**src/rtl/wb_arbiter.sv**
```systemverilog
// Writeback arbiter: two result queues (ALU, load) merged round-robin onto the register-file port.
// Define WB_ARBITER_STATS_EN to add saturating write/drop counters (wb_cnt, drop_cnt).
module wb_arbiter #(
    parameter int unsigned DEPTH = 4,
    parameter int unsigned AW    = 2
) (
    input  logic        clk,
    input  logic        rstd,
    input  logic        alu_valid,
    input  logic [4:0]  alu_wa,
    input  logic [31:0] alu_data,
    output logic        alu_ready,
    input  logic        ld_valid,
    input  logic [4:0]  ld_wa,
    input  logic [31:0] ld_data,
    output logic        ld_ready,
    output logic [31:0] wr,
    output logic [4:0]  wa,
    output logic        wren,
    output logic [31:0] pend,
    output logic        idle
`ifdef WB_ARBITER_STATS_EN
    ,
    output logic [31:0] wb_cnt,
    output logic [15:0] drop_cnt
`endif
);

    localparam logic [AW:0] Full = (AW + 1)'(DEPTH);

    logic [36:0]   alu_mem [DEPTH];
    logic [36:0]   ld_mem  [DEPTH];
    logic [AW-1:0] alu_wp_q, alu_rp_q, ld_wp_q, ld_rp_q;
    logic [AW:0]   alu_cnt_q, ld_cnt_q;
    logic          last_ld_q;

    logic alu_ne, ld_ne, gnt_alu, gnt_ld;
    logic alu_acc, ld_acc, alu_push, ld_push, alu_drop, ld_drop;

    assign alu_ready = (alu_cnt_q != Full);
    assign ld_ready  = (ld_cnt_q != Full);
    assign alu_acc   = alu_valid & alu_ready;
    assign ld_acc    = ld_valid & ld_ready;
    assign alu_push  = alu_acc & (alu_wa != 5'd0);
    assign ld_push   = ld_acc & (ld_wa != 5'd0);
    assign alu_drop  = alu_acc & (alu_wa == 5'd0);
    assign ld_drop   = ld_acc & (ld_wa == 5'd0);

    assign alu_ne  = (alu_cnt_q != '0);
    assign ld_ne   = (ld_cnt_q != '0);
    // Under contention the source that did not win last time gets the port.
    assign gnt_alu = alu_ne & (~ld_ne | last_ld_q);
    assign gnt_ld  = ld_ne & (~alu_ne | ~last_ld_q);

    assign idle = ~alu_ne & ~ld_ne;

    always_comb begin
        wren = 1'b1;
        wa   = '0;
        wr   = '0;
        if (gnt_ld) begin
            wren     = 1'b0;
            {wa, wr} = ld_mem[ld_rp_q];
        end else if (gnt_alu) begin
            wren     = 1'b0;
            {wa, wr} = alu_mem[alu_rp_q];
        end
    end

    // An slot is live when its distance from the read pointer is below the occupancy.
    always_comb begin
        pend = '0;
        for (int i = 0; i < DEPTH; i++) begin
            if ({1'b0, AW'(AW'(i) - alu_rp_q)} < alu_cnt_q) pend[alu_mem[i][36:32]] = 1'b1;
            if ({1'b0, AW'(AW'(i) - ld_rp_q)} < ld_cnt_q) pend[ld_mem[i][36:32]] = 1'b1;
        end
    end

    always_ff @(posedge clk) begin
        if (alu_push) alu_mem[alu_wp_q] <= {alu_wa, alu_data};
        if (ld_push) ld_mem[ld_wp_q] <= {ld_wa, ld_data};
    end

    always_ff @(posedge clk or posedge rstd) begin
        if (rstd) begin
            alu_wp_q  <= '0;
            alu_rp_q  <= '0;
            alu_cnt_q <= '0;
            ld_wp_q   <= '0;
            ld_rp_q   <= '0;
            ld_cnt_q  <= '0;
            last_ld_q <= 1'b0;
        end else begin
            if (alu_push) alu_wp_q <= alu_wp_q + 1'b1;
            if (gnt_alu) alu_rp_q <= alu_rp_q + 1'b1;
            if (ld_push) ld_wp_q <= ld_wp_q + 1'b1;
            if (gnt_ld) ld_rp_q <= ld_rp_q + 1'b1;
            alu_cnt_q <= alu_cnt_q + {{AW{1'b0}}, alu_push} - {{AW{1'b0}}, gnt_alu};
            ld_cnt_q  <= ld_cnt_q + {{AW{1'b0}}, ld_push} - {{AW{1'b0}}, gnt_ld};
            if (gnt_alu) last_ld_q <= 1'b0;
            else if (gnt_ld) last_ld_q <= 1'b1;
        end
    end

`ifdef WB_ARBITER_STATS_EN
    logic [16:0] drop_sum;
    assign drop_sum = {1'b0, drop_cnt} + 17'(alu_drop) + 17'(ld_drop);

    always_ff @(posedge clk or posedge rstd) begin
        if (rstd) begin
            wb_cnt   <= '0;
            drop_cnt <= '0;
        end else begin
            if (!wren && !(&wb_cnt)) wb_cnt <= wb_cnt + 1'b1;
            drop_cnt <= drop_sum[16] ? 16'hFFFF : drop_sum[15:0];
        end
    end
`endif

endmodule

```
**config.mk**
```make
export PLATFORM = sky130hd
export DESIGN_NAME = wb_arbiter
export DESIGN_NICKNAME = d
export VERILOG_FILES = /design/src/rtl/wb_arbiter.sv
export SDC_FILE = /design/constraint.sdc
export NUM_CORES = 1
export LEC_CHECK = 0
export BUFFER_PORTS_ARGS = -buffer_cell sky130_fd_sc_hd__buf_2
export CAP_MARGIN = 25
export CORE_MARGIN = 2
export CORE_UTILIZATION = 30
export CTS_BUF_LIST = sky130_fd_sc_hd__clkbuf_4 sky130_fd_sc_hd__clkbuf_8 sky130_fd_sc_hd__clkbuf_16
export DETAILED_ROUTE_END_ITERATION = 8
export SLEW_MARGIN = 20
export SYNTH_ARGS = -nofsm -noshare
export SYNTH_HDL_FRONTEND = slang
export SYNTH_SLANG_ARGS = --single-unit
```
**constraint.sdc**
```tcl
create_clock -name clk -period 5.12 [get_ports clk]
set_clock_uncertainty 0.05 [all_clocks]
set_input_delay 0.768 -clock clk [delete_from_list [all_inputs] [get_ports clk]]
set_output_delay 0.768 -clock clk [all_outputs]
set_load 0.005 [all_outputs]
```
==> results of run 1 <==
[cells in the mapped netlist, types with 3 or more instances]
cell type    n  area (um2)
o2111ai_1    9        78.8
or4_1       30         225
buf_2       15        75.1
nor3_1       9        45.0
xor2_1       4        35.0
dfrtp_1     15         375
nand4_1      6        37.5
o22ai_1    112         701
edfxtp_1   296        8890
nand3b_1    24         180
nor3b_1     24         180
o2111ai_2   15         225
inv_1       63         236
nand2_1      4        15.0
nand4b_1     4        35.0
and2_1       9        56.3
ha_1        20         250
a22oi_1     16         120
mux4_2      74        1670
buf_6        3        33.8
clkbuf_1    32         120
xnor2_1      8        70.1
nand2b_1    12        75.1
nand3_1     10        50.1
nor2_1       4        15.0
o2111a_1     6        67.6
a22o_1      37         324
[report_power, final]
| part | switching [mW] | total [mW] | internal, mW |
|---|---|---|---|
| sequential | 0.314 | 3.69 | 3.38 |
| clock | 0.958 | 2.45 | 1.50 |
| combinational | 2.40 | 4.13 | 1.73 |
| total | 3.67 | 10.3 | 6.60 |
[worst min path at each step]
stage               depth (start not counted)       from      endpoint
floorplan                                   1  last_ld_q     last_ld_q
global placement                            1  last_ld_q     last_ld_q
detailed placement                          1  last_ld_q     last_ld_q
CTS                                         2       rstd  alu_cnt_q[2]
global route                                2       rstd  alu_cnt_q[2]
finish                                      2       rstd  alu_cnt_q[2]
[area by class of cell]
cell class | instances | area, um2
multi-input combinational | 458 | 4690
antenna | 2 | 5.00
sequential | 311 | 9270
tap | 615 | 769
inverter | 63 | 236
fill | 4568 | 30700
clock buffer | 43 | 971
timing repair buffer | 165 | 863
clock inverter | 18 | 166
[through the flow]
stage               area [um2]  cells
floorplan                14400    886
global placement         15800   1612
detailed placement       15800   1612
CTS                      17000   1673
global route             17000   1673
finish                   17000   1675
[state kept, by name (all words and copies together) (netlist names)]
signal,count
alu_mem,148
ld_mem,148
alu_cnt_q,3
ld_cnt_q,3
alu_rp_q,2
alu_wp_q,2
ld_rp_q,2
ld_wp_q,2
last_ld_q,1
[cell families (layout without fill, tap and decap cells)]
group	Yosys count	in the layout	share of synthesized area, %
compound gates	201	201	10.9
xor+xnor	12	12	0.729
buf+inv	117	289	3.38
flops	311	311	64.2
mux	77	77	11.8
fa+ha+maj	22	22	2.01
other cells	0	2	0
simple gates	146	146	6.98
[worst reg2reg max path, cell delays in order, from the launching register on]
cell and delay, ns:
dfrtp_1 0.52, nor3_1 0.48, o21a_2 0.70, ha_1 0.36
inv_1 0.05, ha_1 0.13, inv_1 0.05, fa_1 0.37
xnor2_1 0.14, xnor2_1 0.13
[per-layer routing]
| metal | share of wire, % | GRT usage, % |
|---|---|---|
| met3 | 7.2 | 3.70 |
| met1 | 43 | 22.1 |
| met4 | 2.7 | 4.71 |
| met2 | 47 | 27.0 |
| met5 | 0.15 | 0 |
==> results.md, run 1 <==
Floorplanning
* 49800 um2 — Die Area
* 30.3% — Initial Utilization
* 223 um — die extent in y
* 47600 um2 — standard cell core area
* 151 — number of I/O pins
* 223 um — chip width
* 80 — number of standard-cell rows in the floorplan

Timing
* 4.18 ns — Tmin final
* 1.05 ns — transition time at the pin with the least slew margin
* 81.5% — ratio of final minimum period to clock period
* 0 — Max Slew Vio Count
* 0.311 ns — final-layout worst hold slack
* 30.0% — relative max-transition margin
* 0 — final count of hold timing violations
* 0 ns — Total Neg Setup Slack
* 240 MHz — achievable frequency
* false — RSZ-0062 raised after global routing
* 0.945 ns — PnR worst setup slack
* 0 — Setup violations, final

Critical path
* 9 — reg2reg path depth
* ld_rp_q[1] — Critical path origin
* 2 — Buf/Inv on CP
* flop to output port — start-to-end type of the worst setup path
* pend[26] — crit path capture
* 3.36 ns — Arr. time, crit path
* alu_cnt_q[2] — R2R Path End
* output port — CP Capture Type
* simple AND/OR/NAND/NOR gates — cell family contributing the most delay on the critical path
* 18 — crit-path max FO
* ld_cnt_q[2] — Reg-to-Reg Start
* 2.01 ns — register-to-register setup slack
* 4.30 ns — Worst Path Required
* 8 — Stages on worst setup path
* 0.67 ns — maximum cell stage delay along the critical path
* flop — Setup crit start kind
* xor2_1 > inv_1 > ha_1 > nand2b_1 > o2111ai_2 > o22ai_1 > or4_1 > buf_2 — chain of cells forming the critical path
* dfrtp_2 — Max stage delay cell, worst path

Routing
* 0 — Routed Antenna Nets
* 5 — detailed-router iteration count before antenna repair
* 1037 — drt initial violations
* 25.0 um — post-DR wirelength/cell
* 0 — DRC violations left
* 5.54 — per-cell via count in the routed design
* 9284 — vias
* 41.8 mm — aggregate routed wire length

Clock tree
* 0 — post-CTS setup-driven buffer insertion count
* 0.50 ns — clk_lat worst skew
* 311 — clock sink count
* clkbuf_16 — Clock Tree Root
* 0 — count of hold-fix buffers inserted at cts
* 0.06 ns — clock-pin transition on the worst setup and hold timing paths
* 3 — number of buffers on the longest clock path
* 2 — maximum level of the CTS H-tree
* 0 — post-cts resize count
* 35 — TritonCTS Buffers
* built — TritonCTS clock tree

Final layout
* 30.9% — layout cell share with drive strength beyond 1
* edfxtp_1 — most common library cell in the layout ignoring fill and taps
* 17.7% — area growth from synthesis to layout
* 35.6% — post-layout utilization of the core
* 296 x edfxtp_1, 150 x buf_2, 112 x o22ai_1 — highest-count cells in the layout ignoring fill and taps
* 1134 — number of nets at the end of the flow

GRT
* 16.5% — combined global-route utilization of all metal layers
* 7 — antenna violations before repair
* 0 — total global routing overflow
* 42 — pin count of the biggest net entering global routing
* 9267 — via count of the first global-routing pass
* 60.9 mm — wire length of the first global-routing pass

Synthesis
* 43 — distinct cell type count of the synthesized netlist
* 311 — Yosys reg bits
* 16.3 um2 — Post-Syn Area per Cell
* 886 — post-synthesis instance total
* edfxtp_1 — most frequently used flop master after synthesis
* 986 — number of nets in the synthesized netlist
* 4.82% — fraction of synthesis flops using an asynchronous set or reset pin
* 14400 um2 — Post-Syn Area
* 296 — number of enable-type register cells in the synthesized netlist
* 64.2% — sequential fraction of the synthesis area
* 0 — number of warning messages in the yosys log

Placed design
* 1.51 ns — post-place setup slack
* 150 — quantity of I/O buffers inserted on ports
* 28.8 mm — HPWL after detailed placement
* 0.962 — global placement routability congestion

Power and ir drop
* 605 nW/um2 — power density over cell area
* 5.79 nW — leakage power
* 10.3 mW — PnR Total Power
* 0.349 mV — peak supply drop

Run
* 0 — number of maximum-capacitance violations

Hold path
* input pin to asynchronous set/reset pin — path type of the worst min-delay path

Outcome
* finished, final reports clean — result of the run

(Power assumes the default switching activity.)
==> run 2, diff against run 1 <==
Settings changed: ABC_AREA from default to 1.
Clock period 5.12 ns to 3.9 ns, I/O delays scaled along.
==> run 2 against run 1 <==
Against the previous run:
- sequential cell count is the same
- routed wire length grew 30%
- count of clock-buffer cells in the layout grew 1
- worst setup slack lost 0.69 ns
- largest power group unchanged
==> results.md, run 2 <==
Routing
* 13500 — vias
* 19.7 um — post-DR wirelength/cell
* 4.90 — per-cell via count in the routed design
* 0 — Routed Antenna Nets
* 54.2 mm — aggregate routed wire length
* 0 — DRC violations left
* 7 — detailed-router iteration count before antenna repair
* 1224 — drt initial violations

Power and ir drop
* 22.0% — Clock power frac
* 45.7% — share of total power in combinational logic
* 44.3% — switching part of the total power
* 8.13 mW — internal portion of total power
* 32.3% — sequential cell fraction of total power
* 7.77 nW — leakage power
* 781 nW/um2 — power density over cell area
* 6.46 mW — Switch Pwr
* 0.423 mV — peak supply drop

Critical path
* nand2_1 — most repeated library cell on the critical path
* alu_rp_q[1] — Critical path origin
* inv_2 > buf_4 > ha_1 > nand2_1 > nand2_1 > nand2_2 > nand2_1 > nand2_1 > nor2_1 > nand2_1 > buf_2 — chain of cells forming the critical path
* ld_cnt_q[1] — Reg-to-Reg Start
* 1.00 ns — register-to-register setup slack
* 35 — crit-path max FO
* flop to output port — start-to-end type of the worst setup path
* alu_cnt_q[1] — R2R Path End
* flop — Setup crit start kind
* pend[1] — crit path capture
* dfrtp_1 — Max stage delay cell, worst path
* 3.01 ns — Arr. time, crit path
* 10 — reg2reg path depth
* output port — CP Capture Type
* 3.26 ns — Worst Path Required
* 0.43 ns — maximum cell stage delay along the critical path

Synthesis
* 767 x nand2_1, 345 x nor2_1, 296 x edfxtp_1 — ranking of synthesized cells by instance count
* 55.1% — fraction of post-synthesis cell area in the top cell type by area
* 57.4% — sequential fraction of the synthesis area
* 28 — distinct cell type count of the synthesized netlist
* 296 — number of enable-type register cells in the synthesized netlist
* 1993 — number of nets in the synthesized netlist
* 311 — Yosys reg bits
* 16100 um2 — Post-Syn Area
* edfxtp_1 — most frequently used flop master after synthesis
* edfxtp_1 — post-synthesis cell type with the largest combined area
* 1893 — post-synthesis instance total
* edfxtp_1 55%, nand2_1 18%, nor2_1 8.0%, nand3_1 3.1%, dfrtp_1 2.3% — top cells by area in the synthesized netlist
* 0 — number of warning messages in the yosys log
* 4.82% — fraction of synthesis flops using an asynchronous set or reset pin
* nand2_1 — most instantiated library cell after synthesis
* 8.52 um2 — Post-Syn Area per Cell

Floorplanning
* 151 — number of I/O pins
* 52900 um2 — standard cell core area
* 55600 um2 — Die Area
* 30.5% — Initial Utilization
* 236 um — chip width
* 84 — number of standard-cell rows in the floorplan
* 236 um — die extent in y

Clock tree
* built — TritonCTS clock tree
* 311 — clock sink count
* clkbuf_16 — Clock Tree Root
* 0.53 ns — clk_lat worst skew
* 3 — number of buffers on the longest clock path
* 0.06 ns — clock-pin transition on the worst setup and hold timing paths
* 0 — post-CTS setup-driven buffer insertion count
* 0 — count of hold-fix buffers inserted at cts
* 35 — TritonCTS Buffers
* 2 — maximum level of the CTS H-tree
* 0 — post-cts resize count

GRT
* met2 — most used routing layer
* 67 — pin count of the biggest net entering global routing
* 80.7 mm — wire length of the first global-routing pass
* 0 — total global routing overflow
* 32.7% — grt met2 use
* 4.27% — met3 usage
* 19.2% — combined global-route utilization of all metal layers
* 24.4% — met1 track utilization from global routing
* 12900 — via count of the first global-routing pass
* 15 — antenna violations before repair

Placed design
* 37.4 mm — HPWL after detailed placement
* 2684 — # placed instances
* 0.989 — global placement routability congestion
* 150 — quantity of I/O buffers inserted on ports

Hold path
* input pin to asynchronous set/reset pin — path type of the worst min-delay path

Run
* 0 — number of maximum-capacitance violations

Final layout
* nand2_1 — most common library cell in the layout ignoring fill and taps
* 2749 — Finished Layout Cells
* 2133 — number of nets at the end of the flow
* 767 x nand2_1, 337 x nor2_1, 296 x edfxtp_1 — highest-count cells in the layout ignoring fill and taps
* 15.8% — area growth from synthesis to layout
* 12.9% — layout cell share with drive strength beyond 1
* 35.3% — post-layout utilization of the core
* alu_mem (148), ld_mem (148) — leading registers by flop count

Timing
* 3.65 ns — Tmin final
* 0 — Max Slew Vio Count
* 44.0% — relative max-transition margin
* 274 MHz — achievable frequency
* 93.5% — ratio of final minimum period to clock period
* 0.838 ns — transition time at the pin with the least slew margin
* 0 ns — Total Neg Setup Slack
* false — RSZ-0062 raised after global routing
* 0 — Setup violations, final
* 0 — final count of hold timing violations

Outcome
* finished, final reports clean — result of the run

run 2: critical path: cells and delay by family (launching register included):
family | cells | cell delay [ns]
AND/OR/NAND/NOR | 7 | 1.17
buffers and inverters | 3 | 0.64
flip-flops | 1 | 0.43
adder cells (fa/ha/maj) | 1 | 0.24
run 2: power by group through the flow:
stage / Clock [mW] / Combinational [mW] / Sequential (mW)
5_1_grt: 3.43 / 7.38 / 4.77
3_5_place_dp: 0 / 6.74 / 4.78
3_3_place_gp: 0 / 6.69 / 4.76
6_report: 3.21 / 6.67 / 4.71
4_1_cts: 3.29 / 6.76 / 4.72
2_1_floorplan: 0 / 4.30 / 4.69
run 2: worst min path at each step:
stage,startpoint,end
6_report,rstd,ld_wp_q[0]
2_1_floorplan,last_ld_q,last_ld_q
4_1_cts,rstd,ld_wp_q[0]
3_3_place_gp,last_ld_q,last_ld_q
5_1_grt,rstd,ld_wp_q[0]
3_5_place_dp,last_ld_q,last_ld_q
run 2: cell families (layout without fill, tap and decap cells):
kind of cell    Yosys count  count (layout)  share of synthesized area (%)
simple gates           1255            1255                           30.8
buf+inv                 161             327                           4.90
compound gates          136             136                           4.68
other cells               0               2                              0
flops                   311             311                           57.4
xor+xnor                  8               8                          0.434
fa+ha+maj                22              22                           1.80
run 2: cell type report:
class	instances	area, um2
fillers	5424	34200
flip-flops and latches	311	9270
multi-input cells	1421	6140
clock buffers	44	962
repair buffers	176	946
well taps	688	861
inverters	88	330
clock inverters	19	174
diodes	2	5.00
run 2: metal layers:
metal | part of all wire (%) | vias up | wire length, um
met5 | 0.31 | - | 166
met4 | 2.7 | 26 | 1470
met3 | 7.3 | 106 | 3930
met2 | 48 | 473 | 26000
met1 | 42 | 6395 | 22600
li1 | - | 6483 | -
run 2: stage by stage:
| stage | cell area (um2) | hold slack [ns] | power, mW | worst slack [ns] |
|---|---|---|---|---|
| 2_1_floorplan | 16100 | 0.392 | 9.00 | 0.936 |
| 6_report | 18700 | 0.0979 | 14.6 | 0.253 |
| 3_3_place_gp | 17500 | 0.408 | 11.4 | 0.823 |
| 5_1_grt | 18700 | 0.150 | 15.6 | 0.0760 |
| 4_1_cts | 18700 | 0.114 | 14.8 | 0.299 |
| 3_5_place_dp | 17500 | 0.418 | 11.5 | 0.866 |
==> run 3, diff against run 2 <==
==> constraint.sdc (replaced) <==
create_clock -name clk -period 3.9 [get_ports clk]
set_clock_uncertainty 0.05 [all_clocks]
set_input_delay 0.195 -clock clk [delete_from_list [all_inputs] [get_ports clk]]
set_output_delay 0.195 -clock clk [all_outputs]
set_load 0.005 [all_outputs]
==> run 3 against run 2 <==
Against the previous run:
- critical path depth is 4 higher
- first-iteration DRC count is 14% higher
- sequential power is essentially flat
- critical endpoint is now pend[11]
- design area is 3.8% higher
- combinational power barely moved
- power hardly changed
==> results.md, run 3 (synthesized netlist as in run 2, its figures left out) <==
Placed design
* 1.02 — global placement routability congestion
* 150 — quantity of I/O buffers inserted on ports
* 2680 — # placed instances
* 38.7 mm — HPWL after detailed placement

Routing
* 6 — detailed-router iteration count before antenna repair
* 55.1 mm — aggregate routed wire length
* 1394 — drt initial violations
* 0 — Routed Antenna Nets
* 0 — DRC violations left
* 4.91 — per-cell via count in the routed design
* 19.5 um — post-DR wirelength/cell
* 13800 — vias

Floorplanning
* 84 — number of standard-cell rows in the floorplan
* 55600 um2 — Die Area
* 52900 um2 — standard cell core area
* 236 um — chip width
* 30.5% — Initial Utilization
* 151 — number of I/O pins
* 236 um — die extent in y

Run
* 0 — number of maximum-capacitance violations

Critical path
* 3.28 ns — Arr. time, crit path
* 3.65 ns — Worst Path Required
* output port — CP Capture Type
* 19 — crit-path max FO
* flop — Setup crit start kind
* flop to output port — start-to-end type of the worst setup path

Power and ir drop
* 753 nW/um2 — power density over cell area
* 8.06 nW — leakage power
* 14.6 mW — PnR Total Power
* 0.497 mV — peak supply drop

Clock tree
* 3 — number of buffers on the longest clock path
* 0.06 ns — clock-pin transition on the worst setup and hold timing paths
* clkbuf_16 — Clock Tree Root
* 2 — maximum level of the CTS H-tree
* 35 — TritonCTS Buffers
* 0.52 ns — clk_lat worst skew
* built — TritonCTS clock tree
* 0 — post-CTS setup-driven buffer insertion count
* 311 — clock sink count

GRT
* 13000 — via count of the first global-routing pass
* 19.3% — combined global-route utilization of all metal layers
* 6 — antenna violations before repair
* 81.2 mm — wire length of the first global-routing pass
* 0 — total global routing overflow
* 67 — pin count of the biggest net entering global routing

Hold path
* input pin to asynchronous set/reset pin — path type of the worst min-delay path

Final layout
* 20.2% — area growth from synthesis to layout
* 5365 — Fill cells
* 2820 — Finished Layout Cells
* nand2_1 — most common library cell in the layout ignoring fill and taps
* 12.3% — layout cell share with drive strength beyond 1
* 2204 — number of nets at the end of the flow
* alu_mem (148), ld_mem (148) — leading registers by flop count
* 767 x nand2_1, 337 x nor2_1, 296 x edfxtp_1 — highest-count cells in the layout ignoring fill and taps

Timing
* 0 — Setup violations, final
* 0.933 ns — transition time at the pin with the least slew margin
* 37.7% — relative max-transition margin
* 284 MHz — achievable frequency
* 0 ns — Total Neg Setup Slack
* 0 — Max Slew Vio Count
* 90.4% — ratio of final minimum period to clock period
* 3.53 ns — Tmin final
* 0 — final count of hold timing violations
* false — RSZ-0062 raised after global routing

Outcome
* finished, final reports clean — result of the run

-- run 3: changes by cell type in the layout (fill, tap and decap cells not counted) --
cell / delta
dlygate4sd3_1: +75
diode_2: +2
clkinv_1: -2
clkbuf_4: +4
buf_4: -5
inv_16: -1
clkbuf_8: -2
clkinv_2: -1
buf_12: +1
-- run 3: final timing paths --
| path | startpoint | end | slack, ns | depth (start not counted) |
|---|---|---|---|---|
| setup / recovery | ld_rp_q[1] | pend[11] | 0.37 | 15 |
| hold / removal | rstd | alu_wp_q[0] | 0.28 | 3 |
| setup reg to reg | ld_cnt_q[2] | alu_cnt_q[1] | 1.23 | 9 |
| hold reg to reg | last_ld_q | last_ld_q | 0.42 | 2 |
| max in group asynchronous | rstd | alu_rp_q[0] | 3.05 | 3 |
| min in group clk | ld_valid | ld_wp_q[1] | 0.33 | 3 |
-- run 3: worst max-delay path: stages (launching register included) --
cell and delay [ns]:
dfrtp_1 0.43, buf_4 0.26, nor2_2 0.06, inv_1 0.17
nand2_1 0.12, inv_1 0.09, ha_1 0.23, inv_1 0.05
nor2_1 0.04, a21oi_2 0.54, buf_4 0.35, nand2_1 0.08
nand2_1 0.07, nor2_1 0.05, nand2_1 0.09, buf_2 0.12
-- run 3: area by class of cell --
class                   instances  area, um2  area share, %
clock buffers                  46        965           4.98
inverters                      88        330           1.70
repair buffers                247       1680           8.66
diodes                          4       10.0         0.0516
multi-input cells            1421       6140           31.6
flip-flops and latches        311       9270           47.8
clock inverters                15        141          0.729
well taps                     688        861           4.44
-- run 3: routing by layer --
metal  vias to the layer above  GRT usage (%)  wire (um)
met5                         -              0         25
li1                       6630              -          -
met3                       103           4.10       4500
met1                      6529           25.3      23300
met4                         4           7.68       2180
met2                       578           31.0      25100
-- run 3: through the flow --
| step | util [%] | cell area, um2 | hold slack (ns) | setup WS, ns |
|---|---|---|---|---|
| 6_report | 36.7 | 19400 | 0.276 | 0.374 |
| 5_1_grt | 36.7 | 19400 | 0.329 | 0.143 |
| 4_1_cts | 36.7 | 19400 | 0.298 | 0.424 |
| 3_5_place_dp | 33.1 | 17500 | 0.281 | 0.990 |
| 3_3_place_gp | 33.1 | 17500 | 0.266 | 0.982 |
| 2_1_floorplan | - | 16100 | 0.0465 | 0.969 |
-- run 3: timing repair --
item	in CTS	in global routing
hold endpoints to repair	311	0
gates resized for setup	0	0
setup endpoints to repair	0	0
hold buffers	75	0
-- run 3: power by group --
group          total (mW)  switching (mW)  internal [mW]  leakage (nW)
logic                6.70            4.86           1.84          4.62
clock network        3.19            1.30           1.89         0.551
registers            4.71           0.292           4.42          2.89
total                14.6            6.45           8.15          8.06
